## config.mk

```make
export PLATFORM = sky130hd
export DESIGN_NAME = multicycle_ctrl
export DESIGN_NICKNAME = d
export VERILOG_FILES = /design/src/rtl/multicycle_ctrl.sv
export SDC_FILE = /design/constraint.sdc
export NUM_CORES = 1
export LEC_CHECK = 0
export BUFFER_PORTS_ARGS = -buffer_cell sky130_fd_sc_hd__buf_2
export CAP_MARGIN = 5
export CORE_AREA = 2 2 134 136
export CTS_CLUSTER_SIZE = 40
export DETAILED_ROUTE_END_ITERATION = 8
export DIE_AREA = 0 0 136 138
export PLACE_DENSITY = 0.5
export SYNTH_ARGS = -nofsm -noshare
export SYNTH_HDL_FRONTEND = slang
export SYNTH_SLANG_ARGS = --single-unit
```

## constraint.sdc

```tcl
create_clock -name clk -period 3.3 [get_ports clk]
set_clock_uncertainty 0.05 [all_clocks]
set_input_delay 0.165 -clock clk [delete_from_list [all_inputs] [get_ports clk]]
set_output_delay 0.165 -clock clk [all_outputs]
set_load 0.01 [all_outputs]
```

## src/rtl/multicycle_ctrl.sv

```systemverilog
// Multicycle RV32I control FSM: FETCH/DECODE/EXEC/MEM/WB sequencing, counters, traps.
// Latency: B 3 cycles, R/I/U/J/store 4, load 5 (zero-wait acks); memory waits stretch FETCH/MEM.
// Backpressure: imem_req/dmem_req held until the matching 1-cycle ack; no ack within MAX_WAIT -> TRAP.
//
// Ports:
//   clk, rst_n                 clock, synchronous active-low reset
//   inst, br_taken             instruction register contents, branch comparator result
//   imem_ack, dmem_ack         memory ack pulses
//   imem_req, dmem_req, dmem_we, ir_we        memory handshakes and IR latch
//   imm_sel, alu_a_sel, alu_b_sel, wb_sel     datapath mux selects
//   reg_we, pc_we, pc_sel, retire             architectural update strobes
//   illegal_inst, bus_err      sticky trap causes
//   state, cycle_cnt, instret_cnt             FSM state and performance counters
module multicycle_ctrl #(
  parameter int unsigned CNT_W    = 32,
  parameter int unsigned MAX_WAIT = 16
) (
  input  logic             clk,
  input  logic             rst_n,
  input  logic [31:0]      inst,
  input  logic             br_taken,
  input  logic             imem_ack,
  input  logic             dmem_ack,
  output logic             imem_req,
  output logic             dmem_req,
  output logic             dmem_we,
  output logic             ir_we,
  output logic [2:0]       imm_sel,
  output logic [1:0]       alu_a_sel,
  output logic             alu_b_sel,
  output logic [1:0]       wb_sel,
  output logic             reg_we,
  output logic             pc_we,
  output logic [1:0]       pc_sel,
  output logic             retire,
  output logic             illegal_inst,
  output logic             bus_err,
  output logic [2:0]       state,
  output logic [CNT_W-1:0] cycle_cnt,
  output logic [CNT_W-1:0] instret_cnt
);

  typedef enum logic [2:0] {
    S_FETCH  = 3'd0,
    S_DECODE = 3'd1,
    S_EXEC   = 3'd2,
    S_MEM    = 3'd3,
    S_WB     = 3'd4,
    S_TRAP   = 3'd5
  } state_t;

  typedef enum logic [3:0] {
    T_R, T_LOAD, T_IARITH, T_JALR, T_LUI, T_AUIPC, T_STORE, T_BRANCH, T_JAL, T_ILL
  } itype_t;

  // Counter only has to reach MAX_WAIT-1: the trap fires on the unacked
  // cycle that would bring it to MAX_WAIT.
  localparam int unsigned WAIT_W = (MAX_WAIT < 2) ? 1 : $clog2(MAX_WAIT);
  localparam logic [WAIT_W-1:0] WAIT_LAST = WAIT_W'((MAX_WAIT == 0) ? 0 : MAX_WAIT - 1);

  state_t            state_q, state_d;
  itype_t            ity;
  logic [WAIT_W-1:0] wait_q;
  logic              req_pending, ack_in, timeout;
  logic              imem_req_c, dmem_req_c, dmem_we_c, ir_we_c, reg_we_c, pc_we_c;
  logic              unused_inst;

  assign unused_inst = ^inst[31:7];

  always_comb begin
    case (inst[6:0])
      7'b0110011: ity = T_R;
      7'b0000011: ity = T_LOAD;
      7'b0010011: ity = T_IARITH;
      7'b1100111: ity = T_JALR;
      7'b0110111: ity = T_LUI;
      7'b0010111: ity = T_AUIPC;
      7'b0100011: ity = T_STORE;
      7'b1100011: ity = T_BRANCH;
      7'b1101111: ity = T_JAL;
      default:    ity = T_ILL;
    endcase
  end

  assign req_pending = (state_q == S_FETCH) || (state_q == S_MEM);
  assign ack_in      = (state_q == S_FETCH) ? imem_ack : dmem_ack;
  // An ack in the limit cycle wins because timeout requires !ack_in.
  assign timeout     = (MAX_WAIT != 0) && req_pending && !ack_in && (wait_q == WAIT_LAST);

  always_comb begin
    state_d    = state_q;
    imem_req_c = 1'b0;
    dmem_req_c = 1'b0;
    dmem_we_c  = 1'b0;
    ir_we_c    = 1'b0;
    reg_we_c   = 1'b0;
    pc_we_c    = 1'b0;
    pc_sel     = 2'd0;
    alu_a_sel  = 2'd0;
    alu_b_sel  = 1'b0;
    wb_sel     = 2'd0;
    imm_sel    = 3'd0;

    // Immediate format is held for the whole life of the instruction.
    if (state_q inside {S_DECODE, S_EXEC, S_MEM, S_WB}) begin
      case (ity)
        T_LOAD, T_IARITH, T_JALR: imm_sel = 3'd1;
        T_STORE:                  imm_sel = 3'd2;
        T_BRANCH:                 imm_sel = 3'd3;
        T_LUI, T_AUIPC:           imm_sel = 3'd4;
        T_JAL:                    imm_sel = 3'd5;
        default:                  imm_sel = 3'd0;
      endcase
    end

    case (state_q)
      S_FETCH: begin
        imem_req_c = 1'b1;
        if (imem_ack) begin
          ir_we_c = 1'b1;
          state_d = S_DECODE;
        end else if (timeout) begin
          state_d = S_TRAP;
        end
      end
      S_DECODE: state_d = (ity == T_ILL) ? S_TRAP : S_EXEC;
      S_EXEC: begin
        case (ity)
          T_IARITH, T_LOAD, T_STORE, T_JALR: alu_b_sel = 1'b1;
          T_AUIPC: begin
            alu_a_sel = 2'd1;
            alu_b_sel = 1'b1;
          end
          default: ;
        endcase
        if (ity == T_BRANCH) begin
          pc_we_c = 1'b1;
          pc_sel  = br_taken ? 2'd1 : 2'd0;
          state_d = S_FETCH;
        end else if (ity == T_LOAD || ity == T_STORE) begin
          state_d = S_MEM;
        end else begin
          state_d = S_WB;
        end
      end
      S_MEM: begin
        dmem_req_c = 1'b1;
        dmem_we_c  = (ity == T_STORE);
        if (dmem_ack) begin
          if (ity == T_STORE) begin
            pc_we_c = 1'b1;
            state_d = S_FETCH;
          end else begin
            state_d = S_WB;
          end
        end else if (timeout) begin
          state_d = S_TRAP;
        end
      end
      S_WB: begin
        reg_we_c = 1'b1;
        pc_we_c  = 1'b1;
        case (ity)
          T_LOAD:        wb_sel = 2'd1;
          T_JAL, T_JALR: wb_sel = 2'd2;
          T_LUI:         wb_sel = 2'd3;
          default:       wb_sel = 2'd0;
        endcase
        case (ity)
          T_JAL:   pc_sel = 2'd1;
          T_JALR:  pc_sel = 2'd2;
          default: pc_sel = 2'd0;
        endcase
        state_d = S_FETCH;
      end
      S_TRAP:  state_d = S_TRAP;
      default: state_d = S_FETCH;
    endcase
  end

  // Strobes and requests are masked during reset so an aborted instruction
  // never updates architectural state.
  assign imem_req = rst_n & imem_req_c;
  assign dmem_req = rst_n & dmem_req_c;
  assign dmem_we  = rst_n & dmem_we_c;
  assign ir_we    = rst_n & ir_we_c;
  assign reg_we   = rst_n & reg_we_c;
  assign pc_we    = rst_n & pc_we_c;
  assign retire   = rst_n & pc_we_c;
  assign state    = state_q;

  always_ff @(posedge clk) begin
    if (!rst_n) begin
      state_q      <= S_FETCH;
      wait_q       <= '0;
      cycle_cnt    <= '0;
      instret_cnt  <= '0;
      illegal_inst <= 1'b0;
      bus_err      <= 1'b0;
    end else begin
      state_q <= state_d;
      if (state_d != state_q)
        wait_q <= '0;
      else if (req_pending && !ack_in)
        wait_q <= wait_q + WAIT_W'(1);
      if (state_q != S_TRAP)
        cycle_cnt <= cycle_cnt + CNT_W'(1);
      if (pc_we_c)
        instret_cnt <= instret_cnt + CNT_W'(1);
      if (state_q == S_DECODE && ity == T_ILL)
        illegal_inst <= 1'b1;
      if (timeout)
        bus_err <= 1'b1;
    end
  end

endmodule
```

==> impl_metrics.tcl, run 1 <==
set metrics [dict create \
    outcome "completed" \
    track_usage 0.117 \
    post_cts_resized 0 \
    routed_wl_mm 11.0 \
    io_pins 123 \
    cpPeakStageDelay_ps 650 \
    num_rows 49 \
    critPathTopFamily "simple AND/OR/NAND/NOR gates" \
    cts_buffers 9 \
    post-route-util 0.279 \
    min_delay_path_depth 2 \
    final_area_um2 4890 \
    ys_warn_count 0 \
    antenna_found_initial 0 \
    gr-total-overflow 0 \
    grt_max_degree 40 \
    place_hpwl_mm 7.78 \
    start_util 0.222 \
    place_area_um2 4570 \
    yosysSeqAreaShare 0.375 \
    dr.pass1.iters 4 \
    ys_ff_latch 73 \
    fin_crit_ps 2750 \
    wire_per_inst_um 13.8 \
    ant_nets 0 \
    fp.coreArea_um2 17500 \
    tightest_slew_ps 671 \
    yosys.cell_types.count 58 \
    fp.dieW_um 136 \
    rsz0062_at_grt "no" \
    drive_above_1_share 0.235 \
    final_max_slew_viol_count 0 \
    clock_latency_ps 340 \
    leakagePower_uw 0.00192 \
    hold_viol 0 \
    crit_buf_inv 0 \
    cts_tree "done" \
    cts.clk_slew.worst_paths_ps 60 \
    reg2reg_from "state[0]" \
    max_slew_margin 0.553 \
    worst_setup_path_start_kind "register" \
    cts.sinks 73 \
    grt_pass1_wl_mm 18.0 \
    syn_area_um2 3900 \
    grt_pass1_vias 3622 \
    synth_ff_type "dfxtp_1" \
    die_y_um 138 \
    htree_levels 3 \
    crit_type "register to register" \
    syn_to_final_growth_pct 25.6 \
    setup_viol 0 \
    drt-vias-per-instance 4.87 \
    hold_path_end "state[2]" \
    dieArea_um2 18800 \
    drtIter0Drc 196 \
    cts_hold_buf 0 \
    cp_slowest_cell "dfxtp_1" \
    routabilityCongestion 0.834 \
    hp-class "primary input to register" \
    reg2reg_to "instret_cnt[15]" \
    cp_common_cell "or4_1" \
    fillers 1940 \
    drc 0 \
    p_per_area_nw_per_um2 432 \
    max_cap_violations 0 \
    cp_cell_sequence "nand4b_1 > or4_1 > a21o_1 > or4_1 > a21oi_1" \
    synth_nets 521 \
    syn_inst 481 \
    fmax_mhz 363 \
    async_flop_share 0 \
    final_nets 601 \
    ff2ff_path_depth 5 \
    cts_setup_buffers 0 \
    arrival_ps 2970 \
    vias 3874 \
    syn_area_per_cell_um2 8.10 \
    synth-edff-count 0 \
    r2r_setup_slack_ps 550 \
    fin_crit_sh 0.834 \
    io_buffers 96 \
    clk_path_buf_depth 2 \
    setup_tns_ps 0 \
    min-delay-start "rst_n" \
    required_ps 3510 \
    cp-end-kind "register" \
    cts-root-buf "clkbuf_16" \
    vdd.ir_drop.worst_uv 222 \
    crit_path_max_fanout 23 \
    antennaDiodeCount 0 \
]
==> worst reg2reg max path, cell delays in order, from the launching register on <==
cell,delay (ps)
dfxtp_1,650
nand4b_1,230
or4_1,580
a21o_1,450
or4_1,560
a21oi_1,160
==> per-layer routing <==
metal	wire length, um	GRT usage	vias up
met5	0	0	-
met4	184	0.0439	0
met3	556	0.0363	14
met2	5290	0.193	105
met1	4960	0.143	1857
li1	-	-	1898
==> flip-flops by register name, summed over array words and instances (netlist names) <==
name          flops
wait_q            4
state             3
cycle_cnt        32
instret_cnt      32
illegal_inst      1
bus_err           1
==> worst max path at each step <==
stage                 endpoint      startpoint  cells after the start
3_3_place_gp   instret_cnt[31]        state[0]                      5
2_1_floorplan  instret_cnt[27]  instret_cnt[4]                      7
4_1_cts        instret_cnt[15]        state[0]                      5
6_report       instret_cnt[15]        state[0]                      5
3_5_place_dp   instret_cnt[31]        state[0]                      5
5_1_grt        instret_cnt[31]        state[0]                      5
==> Yosys cell counts (all sizes together), types with 2 or more instances <==
cell type	number	area, um^2
o41ai	2	17.5
nor2	50	188
o211ai	3	22.5
xor2	30	263
and2	6	37.5
a211oi	7	52.6
or3	13	90.1
clkbuf	26	97.6
a31oi	4	25.0
a2111oi	2	17.5
and3b	3	26.3
o31a	3	27.5
and3	5	31.3
nor4	10	62.6
o21a	6	45.0
o22ai	2	12.5
nor4b	2	17.5
nand4bb	2	22.5
nand2	35	131
o311ai	2	17.5
nor3	11	55.1
nor2b	6	37.5
a21oi	27	135
o31ai	12	90.1
nand3b	3	22.5
nand3	24	120
or2	3	18.8
and4	4	35.0
xnor2	10	87.6
or3b	2	17.5
a211o	2	17.5
or4	16	124
nand2b	5	31.3
ha	3	37.5
a21o	2	15.0
inv	12	45.0
buf	7	51.3
nand4	17	121
o21ai	21	105
dfxtp	73	1460
==> power by group <==
part	total, uW	internal (uW)	switching (uW)
combinational	136	49.4	86.8
clock	1070	681	386
sequential	910	891	18.3
==> placed cells by master (no fill, tap or decap), types with 4 or more instances in the layout <==
cell type	Yosys	routed
xnor2_1	10	10
nor3_1	11	11
or4_1	15	15
nand3_1	24	24
nor2b_1	6	6
or3_1	9	9
o21a_1	6	6
and4_1	4	4
and2_1	5	5
nor4_1	10	8
o31ai_1	12	12
a211oi_1	7	7
nand2_1	35	35
nor2_1	50	50
nand4_1	16	16
xor2_1	30	30
and3_1	5	5
inv_1	11	11
dfxtp_1	73	73
buf_4	2	6
buf_2	2	96
a31oi_1	4	4
o21ai_0	21	21
nand2b_1	5	5
a21oi_1	27	27
clkbuf_16	0	9
==> layout make-up <==
class,count,area [um^2],share of cell area
multi-input combinational,363,2250,0.460
sequential,73,1460,0.299
timing repair buffer,102,526,0.107
tap,229,287,0.0586
clock buffer,11,243,0.0496
clock inverter,5,78.8,0.0161
inverter,12,45.0,0.00920
==> per-stage QoR <==
step	hold slack [ps]	worst slack, ps	power, uW	cells
floorplan	264	777	1020	481
global placement	409	606	1060	779
detailed placement	419	557	1060	779
CTS	162	560	2150	795
global route	174	377	2200	795
finish	172	547	2110	795
==> logic make-up after synthesis <==
kind of cell,count (synthesis),share of synthesized area
flip-flops,73,0.375
buffers and inverters,45,0.0498
AO/OA/AOI/OAI,99,0.162
adder cells (fa/ha/maj),3,0.00963
other,1,0.000962
AND/OR/NAND/NOR,219,0.310
multiplexers,1,0.00289
XOR/XNOR,40,0.0899
(Power assumes the default switching activity.)
==> run 2: changes to the inputs <==
Clock period 3.3 ns to 2.7 ns, I/O delays scaled along.
==> run 2 against run 1 <==
Net effect: via count fell by 0.46%; worst hold slack got worse by 22 ps; sequential cell count did not move; worst setup slack got worse by 290 ps; final cell count rose by 0.88%; clock-buffer cell count fell by 1; register-to-register slack got worse by 290 ps; sequential share of layout area fell by 0.56 points; combinational power rose by 36%; critical path type unchanged; critical endpoint is now instret_cnt[23]; largest power group unchanged.
==> impl_metrics.tcl, run 2 (synthesis gave the netlist of run 1 again) <==
set metrics [dict create \
    outcome "completed" \
    cts.sinks 73 \
    syn_to_final_growth_pct 28.0 \
    cts_tree "done" \
    critPathLaunch "instret_cnt[7]" \
    drive_above_1_share 0.246 \
    seq_area_um2 1460 \
    dr.pass1.iters 4 \
    hold_viol 0 \
    track_usage 0.117 \
    path_depth 5 \
    setup_tns_ps 0 \
    min-delay-start "rst_n" \
    cpPeakStageDelay_ps 620 \
    leakagePower_uw 0.00197 \
    whs_ps 150 \
    drtIter0Drc 153 \
    htree_levels 3 \
    gr-total-overflow 0 \
    reg2reg_from "instret_cnt[7]" \
    drc 0 \
    worst_setup_path_start_kind "register" \
    ant_nets 0 \
    antenna_found_initial 0 \
    post-route-util 0.284 \
    dieArea_um2 18800 \
    r2r_setup_slack_ps 260 \
    reg2reg_to "instret_cnt[23]" \
    final_nets 609 \
    crit_path_end "instret_cnt[23]" \
    place_hpwl_mm 7.87 \
    crit_buf_inv 0 \
    fmax_mhz 409 \
    p_per_area_nw_per_um2 536 \
    cts_setup_buffers 0 \
    fin_crit_sh 0.905 \
    vias 3856 \
    wire_per_inst_um 13.8 \
    fillers 1939 \
    crit_type "register to register" \
    rsz0062_at_grt "no" \
    fin_crit_ps 2440 \
    hp-class "primary input to register" \
    vdd.ir_drop.worst_uv 301 \
    io_buffers 96 \
    routed_wl_mm 11.1 \
    grt_pass1_vias 3621 \
    routabilityCongestion 0.861 \
    largestRegisters "cycle_cnt (32), instret_cnt (32), wait_q (4)" \
    fp.coreArea_um2 17500 \
    ff2ff_path_depth 5 \
    num_rows 49 \
    drt-vias-per-instance 4.81 \
    cp_slowest_cell "or4_4" \
    arrival_ps 2660 \
    grt_pass1_wl_mm 18.0 \
    clock_latency_ps 340 \
    tightest_slew_ps 606 \
    final_common_cell "buf_2" \
    max_cap_violations 0 \
    antennaDiodeCount 0 \
    cts-root-buf "clkbuf_16" \
    start_util 0.222 \
    max_slew_margin 0.596 \
    cp_cell_sequence "nand4_1 > or4_4 > or3_4 > or4_1 > a21oi_1" \
    most-common-layout-cells "96 x buf_2, 73 x dfxtp_1, 50 x nor2_1, 35 x nand2_1, 30 x xor2_1" \
    multiInputGateArea_um2 2250 \
    final_max_slew_viol_count 0 \
    cts.clk_slew.worst_paths_ps 60 \
    die_y_um 138 \
    cp-end-kind "register" \
    cts_buffers 9 \
    dp.cells 787 \
    io_pins 123 \
    crit_path_max_fanout 12 \
    clk_path_buf_depth 2 \
    setup_viol 0 \
    critPathTopFamily "simple AND/OR/NAND/NOR gates" \
    required_ps 2920 \
    post_cts_resized 0 \
    grt_max_degree 35 \
    stdcell_count 802 \
    cts_hold_buf 0 \
    fp.dieW_um 136 \
    finalPower_uw 2670 \
]
-- run 2: cell types whose count changed in the layout (fill, tap and decap cells not counted) --
cell | before | now
clkbuf_1 | 1 | 0
bufinv_16 | 2 | 3
buf_4 | 6 | 13
clkinv_2 | 2 | 1
buf_12 | 0 | 1
-- run 2: metrics by stage --
stage                     area, um^2  setup slack, ps
after floorplan                 3900              177
after global placement          4640              325
after detailed placement        4640              274
after CTS                       4990              268
after global routing            4990              125
final                           4990              257
-- run 2: report_power, final --
group | switching (uW) | internal [uW]
Combinational | 118 | 67.7
Clock | 462 | 922
Sequential | 12.1 | 1090
-- run 2: cell type report --
class                           instances  share of cell area
Clock buffer                           10              0.0479
Tap cell                              229              0.0575
Inverter                               12             0.00903
Multi-Input combinational cell        363               0.452
Sequential cell                        73               0.293
Clock inverter                          5              0.0208
Timing Repair Buffer                  110               0.120
-- run 2: how the worst min path moves through the flow --
stage / to / cells past startpoint
floorplan: instret_cnt[30] / 2
global placement: bus_err / 2
detailed placement: bus_err / 2
CTS: instret_cnt[5] / 2
global route: instret_cnt[5] / 2
finish: instret_cnt[5] / 2
-- run 2: per-layer routing --
metal  up-vias  wire (um)  global-route usage
met3        15        493              0.0326
met1      1850       4970               0.142
li1       1911          -                   -
met4         0        190              0.0411
met2        80       5420               0.198
met5         -          0                   0
==> run 3: changes to the inputs <==
Settings changed: SETUP_SLACK_MARGIN from default to 0.3.
Clock period 2.7 ns to 3 ns, I/O delays scaled along.
==> run 3 against run 2 <==
Net effect: clock power fell by 23%; via count rose by 0.21%; worst hold slack improved by 27 ps; highest routed layer unchanged; critical endpoint is now instret_cnt[25]; largest cell class unchanged.
==> impl_metrics.tcl, run 3 (synthesis gave the netlist of run 1 again) <==
set metrics [dict create \
    drt-vias-per-instance 4.85 \
    arrival_ps 2730 \
    num_rows 49 \
    routabilityCongestion 0.828 \
    cts_tree "done" \
    crit_path_max_fanout 12 \
    leakagePower_uw 0.00191 \
    p_per_area_nw_per_um2 454 \
    grt_pass1_vias 3685 \
    antennaDiodeCount 0 \
    final_nets 603 \
    place_hpwl_mm 7.97 \
    gr-total-overflow 0 \
    tightest_slew_ps 588 \
    die_y_um 138 \
    cts-root-buf "clkbuf_16" \
    cts.clk_slew.worst_paths_ps 60 \
    fmax_mhz 396 \
    met3_usage 0.0334 \
    fp.dieW_um 136 \
    max_cap_violations 0 \
    clock_latency_ps 340 \
    setup_viol 0 \
    dr.pass1.iters 4 \
    fp.coreArea_um2 17500 \
    met1_usage 0.150 \
    drtIter0Drc 194 \
    worst_setup_path_start_kind "register" \
    hold_viol 0 \
    post-route-util 0.278 \
    cp_cell_sequence "nand4_4 > or4_4 > or3_4 > or4_1 > a21oi_1" \
    ant_nets 0 \
    vdd.ir_drop.worst_uv 250 \
    cts_setup_buffers 0 \
    final_max_slew_viol_count 0 \
    wire_per_inst_um 14.1 \
    grt_max_degree 36 \
    start_util 0.222 \
    antenna_found_initial 0 \
    io_pins 123 \
    htree_levels 3 \
    outcome "completed" \
    post_cts_resized 0 \
    vias 3864 \
    required_ps 3210 \
    dieArea_um2 18800 \
    grt_pass1_wl_mm 18.5 \
    cts.sinks 73 \
    routed_wl_mm 11.2 \
    setup_tns_ps 0 \
    most-common-layout-cells "96 x buf_2, 73 x dfxtp_1, 50 x nor2_1, 35 x nand2_1, 30 x xor2_1" \
    largestRegisters "cycle_cnt (32), instret_cnt (32), wait_q (4)" \
    rsz0062_at_grt "no" \
    drc 0 \
    grt-busiest-layer "met2" \
    crit_type "register to register" \
    fin_crit_ps 2520 \
    fin_crit_sh 0.841 \
    cts_hold_buf 0 \
    cp-end-kind "register" \
    clk_path_buf_depth 2 \
    cts_buffers 9 \
    cpPeakStageDelay_ps 640 \
    cp_slowest_cell "or4_4" \
    met2_usage 0.202 \
    syn_to_final_growth_pct 25.2 \
    track_usage 0.120 \
    final_common_cell "buf_2" \
    io_buffers 96 \
    drive_above_1_share 0.238 \
    hp-class "primary input to register" \
    max_slew_margin 0.607 \
]
## run 3: layout make-up
type / count / area, um^2
clock inverter: 5 / 56.3
inverter: 12 / 45.0
clock buffer: 11 / 233
fill: 1952 / 12700
timing repair buffer: 104 / 541
multi-input combinational: 363 / 2250
sequential: 73 / 1460
tap: 229 / 287
## run 3: report_power, final
part           switching, uW  leakage [uW]  internal [uW]
Sequential              11.0      0.000589            981
Clock                    417      0.000139            643
Combinational            107       0.00119           57.3
## run 3: worst max-delay path: cells and delay by family (launching register included)
| kind | cells | cell delay (ps) |
|---|---|---|
| simple gates | 4 | 1790 |
| compound gates | 1 | 170 |
| flops | 1 | 440 |
## run 3: final timing paths
kind / startpoint / to / slack [ps] / depth (start not counted)
setup / recovery: instret_cnt[5] / instret_cnt[25] / 480 / 5
setup reg to reg: instret_cnt[5] / instret_cnt[25] / 480 / 5
hold / removal: rst_n / state[2] / 180 / 2
hold reg to reg: instret_cnt[31] / instret_cnt[31] / 430 / 2
## run 3: metrics by stage
step           setup slack [ps]  std cells  cell area, um^2  power (uW)  hold WS (ps)
2_1_floorplan               477        481             3900        1120           249
3_3_place_gp                452        781             4590        1170           423
3_5_place_dp                381        781             4590        1180           426
4_1_cts                     350        797             4880        2260           158
5_1_grt                     314        797             4880        2310           183
6_report                    478        797             4880        2220           177
## run 3: per-layer routing
metal	part of all wire	wire length, um
met5	0	0
met4	0.0091	102
met3	0.047	532
met2	0.49	5550
met1	0.45	5060
